[src/rtl/uart_rx_fpga.sv]
// UART receiver: 8 data bits LSB first, even parity, one stop bit.
// Two-flop line synchroniser, mid-bit sampling, valid strobe with error flags.
module uart_rx_fpga #(
    parameter int clksPerBit = 234
) (
    input  logic       i_clkRx,
    input  logic       i_reset,
    input  logic       i_dataRx,
    output logic [7:0] o_bitsRx,
    output logic       o_validRx,
    output logic       o_parityErrRx,
    output logic       o_frameErrRx
);

    localparam logic [7:0] last_cnt = 8'(clksPerBit - 1);
    localparam logic [7:0] half_cnt = 8'((clksPerBit - 1) / 2);

    typedef enum logic [2:0] {
        s_idleRx   = 3'd0,
        s_startRx  = 3'd1,
        s_dataRx   = 3'd2,
        s_parityRx = 3'd3,
        s_stopRx   = 3'd4,
        s_breakRx  = 3'd5
    } state_t;

    state_t     state_q, state_d;
    logic       sync1, sync2;
    logic [7:0] counter_q, counter_d;
    logic [2:0] index_q, index_d;
    logic [7:0] data_q, data_d;
    logic       parity_q, parity_d;
    logic [7:0] bits_q, bits_d;
    logic       valid_q, valid_d;
    logic       perr_q, perr_d;
    logic       ferr_q, ferr_d;
    logic       bit_done;

    assign bit_done = (counter_q == last_cnt);

    always_ff @(posedge i_clkRx) begin
        if (i_reset) begin
            sync1     <= 1'b1;
            sync2     <= 1'b1;
            state_q   <= s_idleRx;
            counter_q <= 8'd0;
            index_q   <= 3'd0;
            data_q    <= 8'd0;
            parity_q  <= 1'b0;
            bits_q    <= 8'd0;
            valid_q   <= 1'b0;
            perr_q    <= 1'b0;
            ferr_q    <= 1'b0;
        end else begin
            sync1     <= i_dataRx;
            sync2     <= sync1;
            state_q   <= state_d;
            counter_q <= counter_d;
            index_q   <= index_d;
            data_q    <= data_d;
            parity_q  <= parity_d;
            bits_q    <= bits_d;
            valid_q   <= valid_d;
            perr_q    <= perr_d;
            ferr_q    <= ferr_d;
        end
    end

    always_comb begin
        state_d   = state_q;
        counter_d = counter_q;
        index_d   = index_q;
        data_d    = data_q;
        parity_d  = parity_q;
        bits_d    = bits_q;
        valid_d   = 1'b0;
        perr_d    = perr_q;
        ferr_d    = ferr_q;
        unique case (state_q)
            s_idleRx: begin
                counter_d = 8'd0;
                index_d   = 3'd0;
                if (!sync2) state_d = s_startRx;
            end
            s_startRx: begin
                if (counter_q < half_cnt) begin
                    counter_d = counter_q + 8'd1;
                end else begin
                    // A start bit that is gone by mid-bit is a glitch.
                    counter_d = 8'd0;
                    state_d   = sync2 ? s_idleRx : s_dataRx;
                end
            end
            s_dataRx: begin
                if (!bit_done) begin
                    counter_d = counter_q + 8'd1;
                end else begin
                    counter_d       = 8'd0;
                    data_d[index_q] = sync2;
                    if (index_q != 3'd7) begin
                        index_d = index_q + 3'd1;
                    end else begin
                        index_d = 3'd0;
                        state_d = s_parityRx;
                    end
                end
            end
            s_parityRx: begin
                if (!bit_done) begin
                    counter_d = counter_q + 8'd1;
                end else begin
                    counter_d = 8'd0;
                    parity_d  = sync2;
                    state_d   = s_stopRx;
                end
            end
            s_stopRx: begin
                if (!bit_done) begin
                    counter_d = counter_q + 8'd1;
                end else begin
                    counter_d = 8'd0;
                    bits_d    = data_q;
                    valid_d   = 1'b1;
                    perr_d    = (^data_q) != parity_q;
                    ferr_d    = ~sync2;
                    state_d   = sync2 ? s_idleRx : s_breakRx;
                end
            end
            s_breakRx: begin
                // Hold off start detection until the line returns high.
                counter_d = 8'd0;
                if (sync2) state_d = s_idleRx;
            end
            default: begin
                state_d   = s_idleRx;
                counter_d = 8'd0;
                index_d   = 3'd0;
            end
        endcase
    end

    assign o_bitsRx      = bits_q;
    assign o_validRx     = valid_q;
    assign o_parityErrRx = perr_q;
    assign o_frameErrRx  = ferr_q;

endmodule

[config.mk]
export PLATFORM = sky130hd
export DESIGN_NAME = uart_rx_fpga
export DESIGN_NICKNAME = d
export VERILOG_FILES = /design/src/rtl/uart_rx_fpga.sv
export SDC_FILE = /design/constraint.sdc
export NUM_CORES = 1
export LEC_CHECK = 0
export ABC_CLOCK_PERIOD_IN_PS = 2600
export CAP_MARGIN = 30
export CORE_AREA = 4 4 60 62
export CTS_CLUSTER_SIZE = 10
export DETAILED_ROUTE_END_ITERATION = 10
export DIE_AREA = 0 0 64 66
export GPL_ROUTABILITY_DRIVEN = 0
export GPL_TIMING_DRIVEN = 0
export PLACE_DENSITY_LB_ADDON = 0.15
export SLEW_MARGIN = 10
export SYNTH_ARGS = -nofsm -noshare
export SYNTH_HDL_FRONTEND = slang
export SYNTH_SLANG_ARGS = --single-unit
[constraint.sdc]
create_clock -name i_clkRx -period 2.6 [get_ports i_clkRx]
set_input_delay 0.52 -clock i_clkRx [delete_from_list [all_inputs] [get_ports i_clkRx]]
set_output_delay 0.52 -clock i_clkRx [all_outputs]
set_load 0.01 [all_outputs]
==> results.py, run 1 <==
metrics = {
    "yosys": {
        "synth_async_sr_flop_share_pct": 0,
        "synth_area_um2": 1690,
        "avgSynthCellArea_um2": 9.16,
        "synth_edf_count": 0,
        "yosysWarnings": 0,
        "ys_seq_area_share_pct": 42.8,
        "ys.flop_type": "dfxtp_1",
        "synthesis.nets": 191,
        "ys_types": 43,
        "synth_seq_cells": 36,
        "netlist_instances": 184,
    },
    "die": {
        "start_util_pct": 55.7,
        "die_area_um2": 4220,
        "die_h_um": 66,
        "core-area_um2": 3030,
        "io_pins": 14,
        "row_count": 20,
        "die_x_um": 64,
    },
    "setup_path": {
        "cp.required_ps": 2830,
        "crit_buf_inv": 1,
        "path_max_fanout": 10,
        "path_cells": "buf_6, or3b_4, nor4_1, nand3b_1, mux2i_1, nor2_1",
        "arrival_ps": 2380,
        "slowest_delay_ps": 700,
        "end_kind": "flop",
        "cp_slowest_cell": "nor4_1",
        "worst-setup-path-type": "flop to flop",
        "cp_top_family": "simple AND/OR/NAND/NOR gates",
        "crit_start": "state_q[2]",
        "regToRegStartpoint": "state_q[2]",
        "startpoint_type": "flop",
    },
    "grt": {
        "grt_antenna_before_repair": 0,
        "overflow": 0,
        "grt_max_degree": 12,
        "grtUsageTotal_pct": 17.8,
        "grt_pass1_wl_um": 5850,
        "grt_pass1_vias": 1308,
    },
    "finish": {
        "synthToLayoutAreaGrowth_pct": 16.6,
        "register_area_um2": 721,
        "fillers": 260,
        "n_antenna_cell": 0,
        "mostFrequentLayoutCells": "dfxtp_1, nor2_1, mux2i_1",
        "design_area_um2": 1970,
        "drive_above_1_share_pct": 9.27,
        "multi_input_area_um2": 896,
        "mostFrequentLayoutCell": "dfxtp_1",
        "final_nets": 211,
    },
    "detailed_routing": {
        "drt-initial-drc-count": 86,
        "firstDrtPassIters": 4,
        "route.final.wire_length_um": 3280,
        "viasPerCell": 5.27,
        "postRouteAntennaNets": 0,
        "wire_per_inst_um": 13.2,
        "num_vias": 1311,
        "drc": 0,
    },
    "cts": {
        "holdBufCountCts": 0,
        "clkTransAtPathRegs_ps": 110,
        "postCtsSetupRepairBufs": 0,
        "clock_latency_ps": 340,
        "cts_resized": 0,
        "clockBufferDepth": 2,
        "cts_buffers": 5,
        "cts_tree": "yes",
        "ctsRootBufferMaster": "clkbuf_4",
        "clkSinkCount": 36,
        "ctsHtreeMaxLevel": 2,
    },
    "timing": {
        "setup_ws_ps": 449,
        "worst-slew-pin-transition_ps": 911,
        "fin_crit_ps": 2150,
        "setup_viol": 0,
        "timing.final.hold_violations": 0,
        "fin_skew_ps": 5.35,
        "rsz0062_at_grt": "false",
        "fin_setup_tns_ps": 0,
        "fin_crit_sh_pct": 82.7,
        "max_freq_mhz": 465,
        "drv_slew": 0,
        "slew_headroom_pct": 38.7,
    },
    "placement": {
        "dpl_cell_area_um2": 1870,
        "dp.final_hpwl_um": 2330,
        "io_buffers": 13,
        "dpl_worst_slack_ps": 482,
    },
    "job": {
        "cap_violations": 0,
    },
    "power_and_ir_drop": {
        "seqPwrFrac_pct": 50.4,
        "p_total_mw": 1.13,
        "p_sw_share_pct": 23.6,
        "vdd_drop_max_mv": 0.414,
        "p_per_area_nw_per_um2": 574,
        "p_leak_nw": 0.707,
        "switchingPower_mw": 0.266,
        "share_comb_of_total_power_pct": 10.4,
        "p_int_mw": 0.861,
        "p_clk_share_pct": 39.2,
    },
    "hold_path": {
        "hp-class": "flop to flop",
        "min_from": "sync1",
    },
    "run_status": {
        "outcome": "complete, no violations",
    },
}
## final timing paths
path / to / slack (ps) / cells after the start
worst max-delay path: data_q[2] / 450 / 6
worst min register to register: sync2 / 420 / 1
worst max register to register: data_q[2] / 450 / 6
worst min-delay path: sync2 / 420 / 1
## flip-flops by register name (all words and copies together), names as in the netlist
name and count:
o_parityErrRx 1, parity_q 1, sync1 1, index_q 3, o_bitsRx 8, state_q 3
data_q 8, sync2 1, o_frameErrRx 1, counter_q 8, o_validRx 1
## metrics by stage
| step | std cells | hold WS, ps | util [%] |
|---|---|---|---|
| after CTS | 249 | 418 | 64.9 |
| final | 249 | 418 | 64.9 |
| after detailed placement | 241 | 393 | 61.8 |
| after global placement | 241 | 391 | 61.8 |
| after global routing | 249 | 448 | 64.9 |
| after floorplan | 184 | 389 | - |
## metal layers
layer	share of wire [%]	GRT usage, %
met1	47	21.5
met4	2.9	9.43
met3	2.8	3.74
met5	0	0
met2	47	29.5
## power groups by stage
stage	clock (mW)	combinational, mW	sequential (mW)
finish	0.442	0.117	0.568
global route	0.483	0.129	0.570
CTS	0.453	0.115	0.568
detailed placement	0	0.113	0.580
global placement	0	0.109	0.580
floorplan	0	0.0891	0.578
## Yosys cell counts, types with 2 or more instances
master,number,share of area (%)
a21oi_1,10,3.0
inv_1,3,0.67
a211o_1,2,1.0
nand3_1,5,1.5
nand4b_1,2,1.0
nor2_1,34,7.6
ha_1,4,3.0
nor3_1,2,0.59
or3_1,2,0.74
xor2_1,4,2.1
xnor2_1,8,4.2
nor4_1,2,0.74
nor3b_2,2,1.5
nor2b_1,2,0.74
o21ai_0,6,1.8
and3_1,2,0.74
or2_2,2,0.74
nand2_1,9,2.0
nand3b_1,3,1.3
mux2i_1,17,10
dfxtp_1,36,43
clkbuf_1,6,1.3
## kinds of logic after synthesis
group / synth area share (%)
simple gates: 24.3
mux: 10.1
xor+xnor: 7.57
flops: 42.8
fa+ha+maj: 2.97
buf+inv: 4.08
compound gates: 8.24
## worst register-to-register path: stages (launching register included)
cell,delay [ps]
dfxtp_1,330
buf_6,130
or3b_4,420
nor4_1,700
nand3b_1,200
mux2i_1,210
nor2_1,50
## layout make-up
class,count,share of cell area (%)
Tap cell,44,2.80
Clock inverter,1,1.53
Sequential cell,36,36.7
Multi-Input combinational cell,134,45.6
Buffer,11,2.93
Timing Repair Buffer,13,6.62
Inverter,3,0.573
Clock buffer,7,3.31
(Power assumes the default switching activity.)
==> inputs of run 2 (changes only) <==
Settings changed: ABC_CLOCK_PERIOD_IN_PS 2600 to 2200.
Clock period 2.6 ns to 2.2 ns, I/O delays scaled along.
==> results.py, run 2 (synthesis results as in run 1) <==
metrics = {
    "timing": {
        "setup_viol": 0,
        "worst-slew-pin-transition_ps": 559,
        "fin_setup_tns_ps": 0,
        "fin_crit_sh_pct": 90.0,
        "setup_ws_ps": 221,
        "slew_headroom_pct": 62.4,
        "drv_slew": 0,
        "fin_skew_ps": 7.18,
        "hold_ws_ps": 417,
        "fin_crit_ps": 1980,
        "rsz0062_at_grt": "false",
        "timing.final.hold_violations": 0,
        "max_freq_mhz": 505,
    },
    "placement": {
        "dpl_worst_slack_ps": 81.5,
        "dp.final_hpwl_um": 2330,
        "io_buffers": 13,
        "dp.cells": 241,
    },
    "cts": {
        "clkSinkCount": 36,
        "clockBufferDepth": 2,
        "postCtsSetupRepairBufs": 0,
        "cts_buffers": 5,
        "clock_latency_ps": 340,
        "cts_tree": "yes",
        "ctsRootBufferMaster": "clkbuf_4",
        "ctsHtreeMaxLevel": 2,
        "clkTransAtPathRegs_ps": 110,
    },
    "die": {
        "die_x_um": 64,
        "die_area_um2": 4220,
        "core-area_um2": 3030,
        "die_h_um": 66,
        "start_util_pct": 55.7,
        "row_count": 20,
        "io_pins": 14,
    },
    "finish": {
        "final_nets": 211,
        "n_antenna_cell": 0,
        "final_cells": 249,
        "mostFrequentLayoutCell": "dfxtp_1",
        "synthToLayoutAreaGrowth_pct": 17.3,
        "drive_above_1_share_pct": 10.2,
        "final_core_util_pct": 65.3,
        "mostFrequentLayoutCells": "dfxtp_1, nor2_1, mux2i_1",
    },
    "run_status": {
        "outcome": "complete, no violations",
    },
    "power_and_ir_drop": {
        "p_per_area_nw_per_um2": 677,
        "vdd_drop_max_mv": 0.489,
        "p_leak_nw": 0.707,
    },
    "setup_path": {
        "end_kind": "flop",
        "reg2reg_to": "o_bitsRx[2]",
        "regToRegStartpoint": "counter_q[0]",
        "cp.required_ps": 2430,
        "path_max_fanout": 10,
        "startpoint_type": "flop",
        "path_cells": "ha_1, nand3b_1, or2_1, nor3_2, buf_4, mux2i_1, nor2_1",
        "arrival_ps": 2210,
        "r2r_slack_ps": 220,
        "slowest_delay_ps": 410,
        "worst-setup-path-type": "flop to flop",
        "cp_slowest_cell": "dfxtp_1",
        "r2r_cells": 7,
    },
    "grt": {
        "grtUsageTotal_pct": 17.8,
        "overflow": 0,
        "grt_pass1_vias": 1308,
        "grt_pass1_wl_um": 5850,
        "grt_max_degree": 12,
        "grt_antenna_before_repair": 0,
    },
    "detailed_routing": {
        "viasPerCell": 5.27,
        "route.final.wire_length_um": 3320,
        "wire_per_inst_um": 13.3,
        "drt-initial-drc-count": 84,
        "firstDrtPassIters": 4,
        "num_vias": 1313,
        "drc": 0,
        "postRouteAntennaNets": 0,
    },
    "hold_path": {
        "hold_end": "sync2",
        "hp-class": "flop to flop",
        "min_from": "sync1",
        "hold_path_depth": 1,
    },
    "job": {
        "cap_violations": 0,
    },
}
## run 2: cell counts in the layout (fill, tap and decap cells not counted)
No cell type changed its count.
## run 2: layout make-up
type,count,area (µm²)
plain buffers,11,57.6
clock inverters,1,30.0
clock buffers,7,65.1
repair buffers,13,130
multi-input cells,134,907
well taps,44,55.1
inverters,3,11.3
fillers,262,1050
flip-flops and latches,36,721
## run 2: power by group
group          internal [mW]  switching, mW  total, mW
combinational         0.0537         0.0864      0.140
clock                  0.302          0.225      0.527
sequential             0.663        0.00849      0.671
total                   1.02          0.320       1.34
## run 2: critical path: cells and delay by family (launching register included)
| family | cells | cell delay (ps) |
|---|---|---|
| buffers and inverters | 1 | 260 |
| flip-flops | 1 | 410 |
| multiplexers | 1 | 210 |
| AND/OR/NAND/NOR | 4 | 800 |
| adder cells (fa/ha/maj) | 1 | 170 |
## run 2: stage by stage
step                      instance area [µm²]  total power [mW]
after detailed placement                 1870             0.819
after floorplan                          1690             0.789
after global routing                     1980              1.40
after global placement                   1870             0.814
after CTS                                1970              1.34
final                                    1980              1.34
## run 2: worst max-delay path by stage
stage / to / depth (start not counted) / slack (ps) / from
4_1_cts: data_q[2] / 6 / 60 / state_q[2]
3_3_place_gp: data_q[1] / 6 / 140 / state_q[2]
5_1_grt: o_bitsRx[2] / 7 / 10 / counter_q[0]
3_5_place_dp: data_q[2] / 6 / 80 / state_q[2]
2_1_floorplan: data_q[6] / 6 / 360 / state_q[2]
6_report: o_bitsRx[2] / 7 / 220 / counter_q[0]
## run 2: per-layer routing
metal,global-route usage (%),vias up,wire (µm)
met1,21.5,615,1540
met3,3.74,9,131
met5,0,-,0
met2,29.5,21,1570
met4,9.43,0,83
li1,-,668,-
## run 2: what timing repair did
| action | 4_1_cts | 5_1_grt |
|---|---|---|
| resized for setup | 0 | 2 |
| setup endpoints to repair | 0 | 11 |
| hold buffers | 0 | 0 |
==> inputs of run 3 (changes only) <==
Settings changed: CORE_AREA 4 4 60 62 to 3 3 59 61, DIE_AREA 0 0 64 66 to 0 0 62 64.
==> results.py, run 3 (synthesis results as in run 1) <==
metrics = {
    "die": {
        "start_util_pct": 55.7,
        "io_pins": 14,
        "die_area_um2": 3970,
        "die_h_um": 64,
        "die_x_um": 62,
        "row_count": 20,
        "core-area_um2": 3030,
    },
    "detailed_routing": {
        "route.final.wire_length_um": 3240,
        "wire_per_inst_um": 13.0,
        "drc": 0,
        "viasPerCell": 5.37,
        "drt-initial-drc-count": 55,
        "firstDrtPassIters": 4,
        "postRouteAntennaNets": 0,
        "num_vias": 1337,
    },
    "power_and_ir_drop": {
        "p_total_mw": 1.18,
        "seqPwrFrac_pct": 56.7,
        "vdd_drop_max_mv": 0.414,
        "p_leak_nw": 0.687,
        "p_int_mw": 0.873,
        "switchingPower_mw": 0.310,
        "share_comb_of_total_power_pct": 11.6,
        "p_per_area_nw_per_um2": 608,
        "p_clk_share_pct": 31.7,
        "p_sw_share_pct": 26.2,
    },
    "setup_path": {
        "setup.worst_path.end": "o_bitsRx[4]",
        "r2r_cells": 7,
        "cp.required_ps": 2420,
        "path_cells": "ha_1, nand3b_1, or2_1, nor3_2, buf_4, mux2i_1, nor2_1",
        "startpoint_type": "flop",
        "crit_start": "counter_q[0]",
        "reg2reg_to": "o_bitsRx[4]",
        "r2r_slack_ps": 180,
        "path_max_fanout": 10,
        "end_kind": "flop",
        "slowest_delay_ps": 410,
        "regToRegStartpoint": "counter_q[0]",
        "worst-setup-path-type": "flop to flop",
        "arrival_ps": 2250,
        "cp_slowest_cell": "dfxtp_1",
    },
    "cts": {
        "holdBufCountCts": 0,
        "ctsHtreeMaxLevel": 2,
        "cts_tree": "yes",
        "clockBufferDepth": 2,
        "clkSinkCount": 36,
        "clkTransAtPathRegs_ps": 100,
        "clock_latency_ps": 340,
        "cts_buffers": 5,
        "ctsRootBufferMaster": "clkbuf_4",
    },
    "timing": {
        "fin_crit_sh_pct": 91.9,
        "setup_viol": 0,
        "setup_ws_ps": 178,
        "fin_crit_ps": 2020,
        "worst-slew-pin-transition_ps": 549,
        "slew_headroom_pct": 63.1,
        "timing.final.hold_violations": 0,
        "fin_setup_tns_ps": 0,
        "max_freq_mhz": 495,
        "drv_slew": 0,
        "rsz0062_at_grt": "false",
        "hold_ws_ps": 418,
        "fin_skew_ps": 2.58,
    },
    "finish": {
        "n_antenna_cell": 0,
        "fillers": 264,
        "mostFrequentLayoutCell": "dfxtp_1",
        "mostFrequentLayoutCells": "dfxtp_1, nor2_1, mux2i_1",
        "synthToLayoutAreaGrowth_pct": 15.4,
        "drive_above_1_share_pct": 9.76,
        "final_nets": 211,
    },
    "hold_path": {
        "hp-class": "flop to flop",
    },
    "grt": {
        "grt_pass1_vias": 1290,
        "grtUsageTotal_pct": 19.0,
        "grt_antenna_before_repair": 0,
        "grt_max_degree": 12,
        "overflow": 0,
        "grt_pass1_wl_um": 5630,
    },
    "job": {
        "cap_violations": 0,
    },
    "placement": {
        "dp.final_hpwl_um": 2310,
        "io_buffers": 13,
        "dpl_worst_slack_ps": 80.7,
    },
    "run_status": {
        "outcome": "complete, no violations",
    },
}
run 3: routing by layer:
layer | wire length [µm] | share of wire [%] | track usage, %
met3 | 198 | 6.1 | 7.07
met1 | 1410 | 43 | 23.7
met4 | 53 | 1.6 | 6.90
met2 | 1580 | 49 | 29.3
met5 | 0 | 0 | 0
run 3: area by class of cell:
class	instances	area [µm²]	area share, %
tap	44	55.1	2.83
sequential	36	721	37.1
timing repair buffer	13	130	6.69
clock buffer	7	55.1	2.83
inverter	3	11.3	0.579
multi-input combinational	134	907	46.7
buffer	11	57.6	2.96
clock inverter	1	7.51	0.386
run 3: per-stage QoR:
step	util (%)	std cells	instance area, µm²
after floorplan	-	184	1690
after global placement	61.8	241	1870
after detailed placement	61.8	241	1870
after CTS	63.8	249	1930
after global routing	64.2	249	1940
final	64.2	249	1940
run 3: critical path: cells and delay by family, from the launching register on:
family | cells | cell delay, ps
and+or+nand+nor | 4 | 810
DFF | 1 | 410
buffers and inverters | 1 | 260
muxes | 1 | 230
adders and majority gates | 1 | 180
run 3: worst min path at each step:
stage                      from  endpoint  slack [ps]  depth (start not counted)
after floorplan           sync1     sync2         390                          1
after global placement    sync1     sync2         390                          1
after detailed placement  sync1     sync2         390                          1
after CTS                 sync1     sync2         420                          1
after global routing      sync1     sync2         430                          1
final                     sync1     sync2         420                          1
run 3: timing repair:
item,CTS,global route
gates resized for setup,0,2
endpoints found under the setup margin,0,5
setup buffers,0,0
hold endpoints to repair,0,0
run 3: power by group through the flow:
stage | logic, mW | clock network (mW) | registers [mW]
finish | 0.137 | 0.375 | 0.671
global route | 0.157 | 0.416 | 0.672
CTS | 0.133 | 0.386 | 0.671
detailed placement | 0.133 | 0 | 0.686
global placement | 0.128 | 0 | 0.685
floorplan | 0.105 | 0 | 0.684
